--- src/rtl/cordic_pipe_if.sv ---
// Sample-in / result-out bundle for cordic_pipe; slave modport is the engine side.
interface cordic_pipe_if #(
   parameter int XYWIDTH  = 16,
   parameter int ZWIDTH   = 32,
   parameter int TAGWIDTH = 4
);
   logic                      in_valid;
   logic                      in_ready;
   logic                      in_mode;
   logic signed [XYWIDTH-1:0] x0;
   logic signed [XYWIDTH-1:0] y0;
   logic [ZWIDTH-1:0]         z0;
   logic [TAGWIDTH-1:0]       in_tag;
   logic                      out_valid;
   logic                      out_ready;
   logic signed [XYWIDTH+1:0] xout;
   logic signed [XYWIDTH+1:0] yout;
   logic [ZWIDTH-1:0]         zout;
   logic                      out_mode;
   logic [TAGWIDTH-1:0]       out_tag;

   modport slave (
      input  in_valid, in_mode, x0, y0, z0, in_tag, out_ready,
      output in_ready, out_valid, xout, yout, zout, out_mode, out_tag
   );

   modport master (
      output in_valid, in_mode, x0, y0, z0, in_tag, out_ready,
      input  in_ready, out_valid, xout, yout, zout, out_mode, out_tag
   );
endinterface

--- src/rtl/cordic_pipe.sv ---
// Pipelined rotation/vectoring CORDIC, latency STAGE+1 (STAGE+2 with CORDIC_GAIN_COMP_EN).
// in_ready mirrors out_ready; every stage, valid bits included, holds while out_ready is low.
module cordic_pipe #(
   parameter int XYWIDTH  = 16,
   parameter int ZWIDTH   = 32,
   parameter int STAGE    = 16,
   parameter int TAGWIDTH = 4
) (
   input  logic         clk,
   input  logic         rst_n,
   cordic_pipe_if.slave bus
);
   localparam int W = XYWIDTH + 2;
   localparam logic [127:0] TWO_PI_Q60 = 128'h6487ED5110B4611A;
   localparam logic [ZWIDTH-1:0] QUARTER = {2'b01, {(ZWIDTH-2){1'b0}}};

   // atan(2^-i) as a Q60 Taylor series, then scaled to binary angle with rounding.
   function automatic logic [ZWIDTH-1:0] atan_one(input int i);
      logic [127:0]      acc;
      logic [127:0]      term;
      logic [127:0]      num;
      logic [ZWIDTH-1:0] res;
      acc = '0;
      if (i == 0) begin
         res = {3'b001, {(ZWIDTH-3){1'b0}}};
      end else begin
         for (int k = 1; k < 64; k += 2) begin
            if (i * k <= 60) begin
               term = (128'd1 << (60 - i * k)) / 128'(k);
               if (((k >> 1) & 1) == 1) acc = acc - term;
               else                     acc = acc + term;
            end
         end
         num = (acc << ZWIDTH) + (TWO_PI_Q60 >> 1);
         res = ZWIDTH'(num / TWO_PI_Q60);
      end
      return res;
   endfunction

   function automatic logic [STAGE*ZWIDTH-1:0] atan_tab();
      logic [STAGE*ZWIDTH-1:0] t;
      t = '0;
      for (int i = 0; i < STAGE; i++) t[i*ZWIDTH +: ZWIDTH] = atan_one(i);
      return t;
   endfunction

   localparam logic [STAGE*ZWIDTH-1:0] ATAN_TAB = atan_tab();

   logic signed [W-1:0]   x_q   [0:STAGE];
   logic signed [W-1:0]   x_d   [0:STAGE];
   logic signed [W-1:0]   y_q   [0:STAGE];
   logic signed [W-1:0]   y_d   [0:STAGE];
   logic [ZWIDTH-1:0]     z_q   [0:STAGE];
   logic [ZWIDTH-1:0]     z_d   [0:STAGE];
   logic                  mode_q[0:STAGE];
   logic                  mode_d[0:STAGE];
   logic [TAGWIDTH-1:0]   tag_q [0:STAGE];
   logic [TAGWIDTH-1:0]   tag_d [0:STAGE];
   logic                  vld_q [0:STAGE];
   logic                  vld_d [0:STAGE];
   logic                  adv;
   logic signed [W-1:0]   xin;
   logic signed [W-1:0]   yin;

   assign adv          = bus.out_ready;
   assign bus.in_ready = adv;
   assign xin          = {{2{bus.x0[XYWIDTH-1]}}, bus.x0};
   assign yin          = {{2{bus.y0[XYWIDTH-1]}}, bus.y0};

   always_comb begin
      x_d[0]    = xin;
      y_d[0]    = yin;
      z_d[0]    = bus.z0;
      mode_d[0] = bus.in_mode;
      tag_d[0]  = bus.in_tag;
      vld_d[0]  = bus.in_valid;
      // Pre-rotation folds the input into the right half-plane the iterations converge over.
      if (!bus.in_mode) begin
         case (bus.z0[ZWIDTH-1 -: 2])
            2'b01: begin
               x_d[0] = -yin;
               y_d[0] = xin;
               z_d[0] = {2'b00, bus.z0[ZWIDTH-3:0]};
            end
            2'b10: begin
               x_d[0] = yin;
               y_d[0] = -xin;
               z_d[0] = {2'b11, bus.z0[ZWIDTH-3:0]};
            end
            default: ;
         endcase
      end else if (xin[W-1]) begin
         if (!yin[W-1]) begin
            x_d[0] = yin;
            y_d[0] = -xin;
            z_d[0] = bus.z0 + QUARTER;
         end else begin
            x_d[0] = -yin;
            y_d[0] = xin;
            z_d[0] = bus.z0 - QUARTER;
         end
      end

      for (int i = 0; i < STAGE; i++) begin
         if (mode_q[i] ? !y_q[i][W-1] : z_q[i][ZWIDTH-1]) begin
            x_d[i+1] = x_q[i] + (y_q[i] >>> i);
            y_d[i+1] = y_q[i] - (x_q[i] >>> i);
            z_d[i+1] = z_q[i] + ATAN_TAB[i*ZWIDTH +: ZWIDTH];
         end else begin
            x_d[i+1] = x_q[i] - (y_q[i] >>> i);
            y_d[i+1] = y_q[i] + (x_q[i] >>> i);
            z_d[i+1] = z_q[i] - ATAN_TAB[i*ZWIDTH +: ZWIDTH];
         end
         mode_d[i+1] = mode_q[i];
         tag_d[i+1]  = tag_q[i];
         vld_d[i+1]  = vld_q[i];
      end
   end

   always_ff @(posedge clk or negedge rst_n) begin
      if (!rst_n) begin
         for (int i = 0; i <= STAGE; i++) begin
            x_q[i]    <= '0;
            y_q[i]    <= '0;
            z_q[i]    <= '0;
            mode_q[i] <= 1'b0;
            tag_q[i]  <= '0;
            vld_q[i]  <= 1'b0;
         end
      end else if (adv) begin
         x_q    <= x_d;
         y_q    <= y_d;
         z_q    <= z_d;
         mode_q <= mode_d;
         tag_q  <= tag_d;
         vld_q  <= vld_d;
      end
   end

`ifdef CORDIC_GAIN_COMP_EN
   localparam int PW = W + 19;
   localparam logic signed [PW-1:0] INV_K = PW'(79594);
   localparam logic signed [PW-1:0] RND   = PW'(65536);

   // 1/K in Q0.17, rounded half-up before the arithmetic shift back.
   function automatic logic signed [W-1:0] gain(input logic signed [W-1:0] v);
      logic signed [PW-1:0] p;
      p = PW'(v) * INV_K + RND;
      return W'(p >>> 17);
   endfunction

   logic signed [W-1:0] xg_q, xg_d;
   logic signed [W-1:0] yg_q, yg_d;
   logic [ZWIDTH-1:0]   zg_q;
   logic                mg_q;
   logic [TAGWIDTH-1:0] tg_q;
   logic                vg_q;

   assign xg_d = gain(x_q[STAGE]);
   assign yg_d = gain(y_q[STAGE]);

   always_ff @(posedge clk or negedge rst_n) begin
      if (!rst_n) begin
         xg_q <= '0;
         yg_q <= '0;
         zg_q <= '0;
         mg_q <= 1'b0;
         tg_q <= '0;
         vg_q <= 1'b0;
      end else if (adv) begin
         xg_q <= xg_d;
         yg_q <= yg_d;
         zg_q <= z_q[STAGE];
         mg_q <= mode_q[STAGE];
         tg_q <= tag_q[STAGE];
         vg_q <= vld_q[STAGE];
      end
   end

   assign bus.out_valid = vg_q;
   assign bus.xout      = xg_q;
   assign bus.yout      = yg_q;
   assign bus.zout      = zg_q;
   assign bus.out_mode  = mg_q;
   assign bus.out_tag   = tg_q;
`else
   assign bus.out_valid = vld_q[STAGE];
   assign bus.xout      = x_q[STAGE];
   assign bus.yout      = y_q[STAGE];
   assign bus.zout      = z_q[STAGE];
   assign bus.out_mode  = mode_q[STAGE];
   assign bus.out_tag   = tag_q[STAGE];
`endif
endmodule
--- src/flat_wrapper.sv ---
// flat-port wrapper written by rule: the top's interface ports become plain ports
module cordic_pipe_flat 
#(
   parameter int XYWIDTH  = 16,
   parameter int ZWIDTH   = 32,
   parameter int STAGE    = 16,
   parameter int TAGWIDTH = 4
)
  (clk, rst_n, bus_in_valid, bus_in_mode, bus_x0, bus_y0, bus_z0, bus_in_tag, bus_out_ready, bus_in_ready, bus_out_valid, bus_xout, bus_yout, bus_zout, bus_out_mode, bus_out_tag);
  cordic_pipe_if #(.XYWIDTH(XYWIDTH), .ZWIDTH(ZWIDTH), .TAGWIDTH(TAGWIDTH)) bus_i ();
  input  logic clk;
  input  logic rst_n;
  input wire logic [$bits(bus_i.in_valid)-1:0] bus_in_valid;
  input wire logic [$bits(bus_i.in_mode)-1:0] bus_in_mode;
  input wire logic [$bits(bus_i.x0)-1:0] bus_x0;
  input wire logic [$bits(bus_i.y0)-1:0] bus_y0;
  input wire logic [$bits(bus_i.z0)-1:0] bus_z0;
  input wire logic [$bits(bus_i.in_tag)-1:0] bus_in_tag;
  input wire logic [$bits(bus_i.out_ready)-1:0] bus_out_ready;
  output wire logic [$bits(bus_i.in_ready)-1:0] bus_in_ready;
  output wire logic [$bits(bus_i.out_valid)-1:0] bus_out_valid;
  output wire logic [$bits(bus_i.xout)-1:0] bus_xout;
  output wire logic [$bits(bus_i.yout)-1:0] bus_yout;
  output wire logic [$bits(bus_i.zout)-1:0] bus_zout;
  output wire logic [$bits(bus_i.out_mode)-1:0] bus_out_mode;
  output wire logic [$bits(bus_i.out_tag)-1:0] bus_out_tag;
  assign bus_i.in_valid = bus_in_valid;
  assign bus_i.in_mode = bus_in_mode;
  assign bus_i.x0 = bus_x0;
  assign bus_i.y0 = bus_y0;
  assign bus_i.z0 = bus_z0;
  assign bus_i.in_tag = bus_in_tag;
  assign bus_i.out_ready = bus_out_ready;
  assign bus_in_ready = bus_i.in_ready;
  assign bus_out_valid = bus_i.out_valid;
  assign bus_xout = bus_i.xout;
  assign bus_yout = bus_i.yout;
  assign bus_zout = bus_i.zout;
  assign bus_out_mode = bus_i.out_mode;
  assign bus_out_tag = bus_i.out_tag;
  cordic_pipe #(.XYWIDTH(XYWIDTH), .ZWIDTH(ZWIDTH), .STAGE(STAGE), .TAGWIDTH(TAGWIDTH)) u_core (.clk(clk), .rst_n(rst_n), .bus(bus_i));
endmodule
--- config.mk ---
export PLATFORM = sky130hd
export DESIGN_NAME = cordic_pipe_flat
export DESIGN_NICKNAME = d
export VERILOG_FILES = /design/src/rtl/cordic_pipe_if.sv /design/src/rtl/cordic_pipe.sv /design/src/flat_wrapper.sv
export SDC_FILE = /design/constraint.sdc
export NUM_CORES = 2
export LEC_CHECK = 0
export ABC_AREA = 0
export CAP_MARGIN = 20
export CORE_MARGIN = 2
export CORE_UTILIZATION = 25
export DETAILED_ROUTE_END_ITERATION = 12
export PLACE_DENSITY = 0.51
export SLEW_MARGIN = 20
export SYNTH_ARGS = -nofsm -noshare
export SYNTH_HDL_FRONTEND = slang
export SYNTH_SLANG_ARGS = --single-unit
--- constraint.sdc ---
create_clock -name clk -period 7.92 [get_ports clk]
set_input_delay 0.792 -clock clk [delete_from_list [all_inputs] [get_ports clk]]
set_output_delay 0.792 -clock clk [all_outputs]
set_load 0.05 [all_outputs]
Word-level counts from Yosys, hierarchy flattened

Cells that the tools add are included.
Widths: inputs -> output; s select.

Multiplexer cells: 76
Add/sub/neg operators: 99
Equal/unequal tests: 2
Reduce and logical (&&, ||, !) cells: 16

Operator list:

| operator         | count |
|---|---|
| $mux 18          | 38 |
| $mux 32          | 19 |
| $pmux 18 s2      | 2 |
| $pmux 32 s2      | 1 |
| $add 18x10->18   | 2 |
| $add 18x11->18   | 2 |
| $add 18x12->18   | 2 |
| $add 18x13->18   | 2 |
| $add 18x14->18   | 2 |
| $add 18x15->18   | 2 |
| $add 18x16->18   | 2 |
| $add 18x17->18   | 2 |
| $add 18x3->18    | 2 |
| $add 18x4->18    | 2 |
| $add 18x5->18    | 2 |
| $add 18x6->18    | 2 |
| $add 18x7->18    | 2 |
| $add 18x8->18    | 2 |
| $add 18x9->18    | 2 |
| $neg 16->18      | 2 |
| $sub 18x10->18   | 2 |
| $sub 18x11->18   | 2 |
| $sub 18x12->18   | 2 |
| $sub 18x13->18   | 2 |
| other kinds (51) | 93 |

Output and inout port bits: 75
Register bits after elaboration: 1258
Input bits: 73
Logic and storage cells: 295

Logic depth before layout (Yosys ltp)

Depth in word-level cells: 4
Depth in mapped cells: 20
Gate-level depth less buffers: 19

Worst setup path after synthesis

Ideal clock, no wire load.

Path type: register to register
From: register u_core.y_q[53] (netlist name)
To: register u_core.z_q[62] (netlist name)
Cell stages (with the launch flop): 18
Data required time: 7.795 ns
Data arrival time: 4.911 ns
Slack: 2.885 ns
Period minus slack after synthesis: 5.035 ns
Cells stage by stage: dfrtp_1 > clkbuf_1 > a21oi_1 > clkinv_1 > clkbuf_1 > ha_1 > a21o_1 > a21o_1 > a2111oi_2 > o21ba_2 > o21ai_2 > a311o_1 > a31oi_2 > o21ai_2 > a31o_1 > a311oi_2 > xnor2_1 > mux2_2

Word-level cells in the longest chain between the ends: 3

Ends and longest elaborated chain:

| element                  | line               | source |
|---|---|---|
| start: declaration       | cordic_pipe.sv:51  | `logic signed [W-1:0] y_q [0:STAGE];` |
| start signal: assignment | cordic_pipe.sv:132 | `y_q <= y_d;` |
| $logic_not 1->1          | cordic_pipe.sv:105 | `if (mode_q[i] ? !y_q[i][W-1] : z_q[i][ZWIDTH-1]) begin` |
| $mux 1                   | cordic_pipe.sv:105 |  |
| $mux 32                  | cordic_pipe.sv:105 |  |
| end signal: assignment   | cordic_pipe.sv:133 | `z_q <= z_d;` |
| end: declaration         | cordic_pipe.sv:53  | `logic [ZWIDTH-1:0] z_q [0:STAGE];` |

No other way between the ends.
A chain may end at the register's enable or synchronous reset.

Worst setup path in the final report

From: register u_core.y_q[89] (netlist name)
To: register u_core.z_q[125] (netlist name)

Same word-level chain as after synthesis.

==> flow_summary.toml <==
[global_route]
grt_antenna_before_repair = 3
grt_overflow_total = 0
grtUsageTotal_pct = 12.2
grt_start_max_net_pins = 175
grt_first_pass_wirelength_mm = 408
grt_pass1_vias = 73208

[setup_path]
worstReg2RegEnd = "u_core.z_q[125]"
crit_path_start = "u_core.y_q[89]"
setup.worst_path.end = "u_core.z_q[125]"
timing.rr.start = "u_core.y_q[89]"
worst-path-max-fanout = 28
worstSetupEndpointType = "flop"
critical_path_required_ns = 8.61
reg2reg_depth = 16
r2r_slack_ns = 2.43
critPathLaunchType = "flop"
criticalPathCategory = "flop to flop"
worst-endpoint-arrival_ns = 6.18

[yosys]
synth_edf_count = 0
ys_warn_count = 0
synthArstFlopShare_pct = 100
synth_seq_cells = 1257
synth_top_area_share_pct = 31.7
syn-num-nets = 11803
ys_seq_area_share_pct = 31.7
synth_area_leader_cell = "dfrtp_1"
synthFlopType = "dfrtp_1"
avgSynthCellArea_um2 = 9.36
syn_inst = 10606
synth_area_mm2 = 0.0993
synth_area_leaders = "dfrtp_1 32%, ha_1 14%, mux2_2 10%"
synth.distinct_cells = 93

[sta]
slew_headroom_pct = 32.3
fin_crit_sh_pct = 69.4
hold_viol = 0
final.setup_skew_ns = 0.0643
fin_crit_ns = 5.49
rsz0062_at_grt = "false"
max_freq_mhz = 182
finalSetupViolCount = 0
fin_setup_tns_ns = 0
slew_violations = 0
worstMarginPinSlew_ns = 0.989

[cells_and_area]
seq_area_mm2 = 0.0315
final_cell_mix = "1,257 x dfrtp_1, 1,075 x ha_1, 1,041 x a21oi_1"
drive_gt1_share_pct = 11.8
fin_nets = 11789
fillCellCount = 41859
area_growth_pct = 12.4
multi_input_area_mm2 = 0.0645
layout_commonest_cell = "dfrtp_1"

[outcome]
outcome = "finished clean"

[clock_network]
clockBufferDepth = 4
htree_levels = 4
numCtsBuffers = 161
root_buffer = "clkbuf_16"
cts_tree = "yes"
ctsHoldBuffers = 1
postCtsResizedCells = 0
cts_setup_buffers = 0
cts.sinks = 1257
clkLatencyLatePin_ns = 0.86
clkTransAtPathRegs_ns = 0.06

[floorplan]
design.core.area_mm2 = 0.396
die_w_um = 634
die_h_um = 634
rows = 231
io_pins = 148
dieArea_mm2 = 0.402
start_util_pct = 25.1

[route]
vias = 74595
viasPerCell = 4.68
ant_nets = 0
drc = 0
drtIter0Drc = 4118
wl_per_cell_um = 15.7
wirelength_mm = 250
drt_first_pass_iters = 6

[place]
placement.io_buffers = 147
dp_hpwl_mm = 189
place.gp.congestion = 0.832

[worst_hold_path]
min_path_type = "flop to flop"

[flow_run]
cap_violations = 0
## critical path, stage by stage, from the launching register on
cell	delay (ns)
dfrtp_1	0.46
inv_1	0.20
mux2_2	0.50
clkinv_1	0.82
ha_1	0.65
a21o_1	0.18
a21oi_1	0.27
o21ai_1	0.13
a2111oi_0	0.67
o32ai_1	0.22
a21oi_1	0.32
a21oi_1	0.14
o21ai_1	0.14
nand2b_1	0.10
a31oi_1	0.20
xnor2_1	0.10
mux2_2	0.26
## layer usage
layer  vias up  part of all wire (%)  GRT usage, %
met5         -                 0.012             0
met4         4                   2.1          2.78
met3       274                   2.8          1.42
met2       818                    45          20.1
met1     35330                    50          17.1
li1      38169                     -             -
## cells by family after synthesis
kind of cell | count (synthesis) | share of synthesized area (%)
AOI/OAI and AO/OA | 2972 | 18.7
xor gates and xnor gates | 1156 | 10.2
adders and majority gates | 1124 | 14.5
buffers and inverters | 834 | 3.42
DFF | 1257 | 31.7
muxes | 960 | 10.8
and+or+nand+nor | 2303 | 10.7
## sequential cells by signal (all words and copies together), names as in the netlist, 18 cells and up
| register | cells |
|---|---|
| u_core.bus.xout | 18 |
| u_core.x_q | 288 |
| u_core.bus.yout | 18 |
| u_core.bus.zout | 32 |
| u_core.y_q | 287 |
| u_core.tag_d | 64 |
| u_core.z_q | 512 |
## how the worst min path moves through the flow
stage                         from                   end  depth (start not counted)
2_1_floorplan       u_core.z_q[65]        u_core.z_q[33]                          1
3_5_place_dp   u_core.bus.zout[19]   u_core.bus.zout[19]                          2
3_3_place_gp        u_core.z_q[64]        u_core.z_q[64]                          2
4_1_cts                 bus_z0[22]       u_core.z_q[534]                          2
5_1_grt                  bus_z0[8]       u_core.z_q[520]                          2
6_report           u_core.vld_d[0]  u_core.bus.out_valid                          1
## layout make-up
type | instances | share of cell area, %
inverters | 443 | 1.50
well taps | 5242 | 5.88
multi-input cells | 8515 | 57.8
flip-flops and latches | 1257 | 28.2
repair buffers | 214 | 1.94
clock inverters | 59 | 0.664
diodes | 1 | 0.00224
clock buffers | 221 | 4.06
## per-stage QoR
stage	cell area [um2]	worst slack, ns	hold WS, ns	util, %	cells
after floorplan	99300	2.88	0.446	-	10606
after global placement	106000	2.43	0.473	26.9	15670
after detailed placement	106000	2.44	0.481	26.9	15670
after CTS	112000	2.41	0.468	28.2	15951
after global routing	112000	1.86	0.488	28.2	15952
final	112000	2.43	0.481	28.2	15952
## cell usage after synthesis (all sizes together), types with 116 or more instances
library cell / number
a21o: 485
a21oi: 1042
buf: 116
clkbuf: 275
dfrtp: 1257
ha: 1075
inv: 440
mux2: 884
nand2: 678
nand2b: 124
nand3: 174
nor2: 714
nor3: 178
o21ai: 593
o21bai: 161
xnor2: 806
xor2: 349
Power is left out: the tool's default activity adds up to more than one toggle a clock period on the data nets, which glitch-free logic cannot reach.
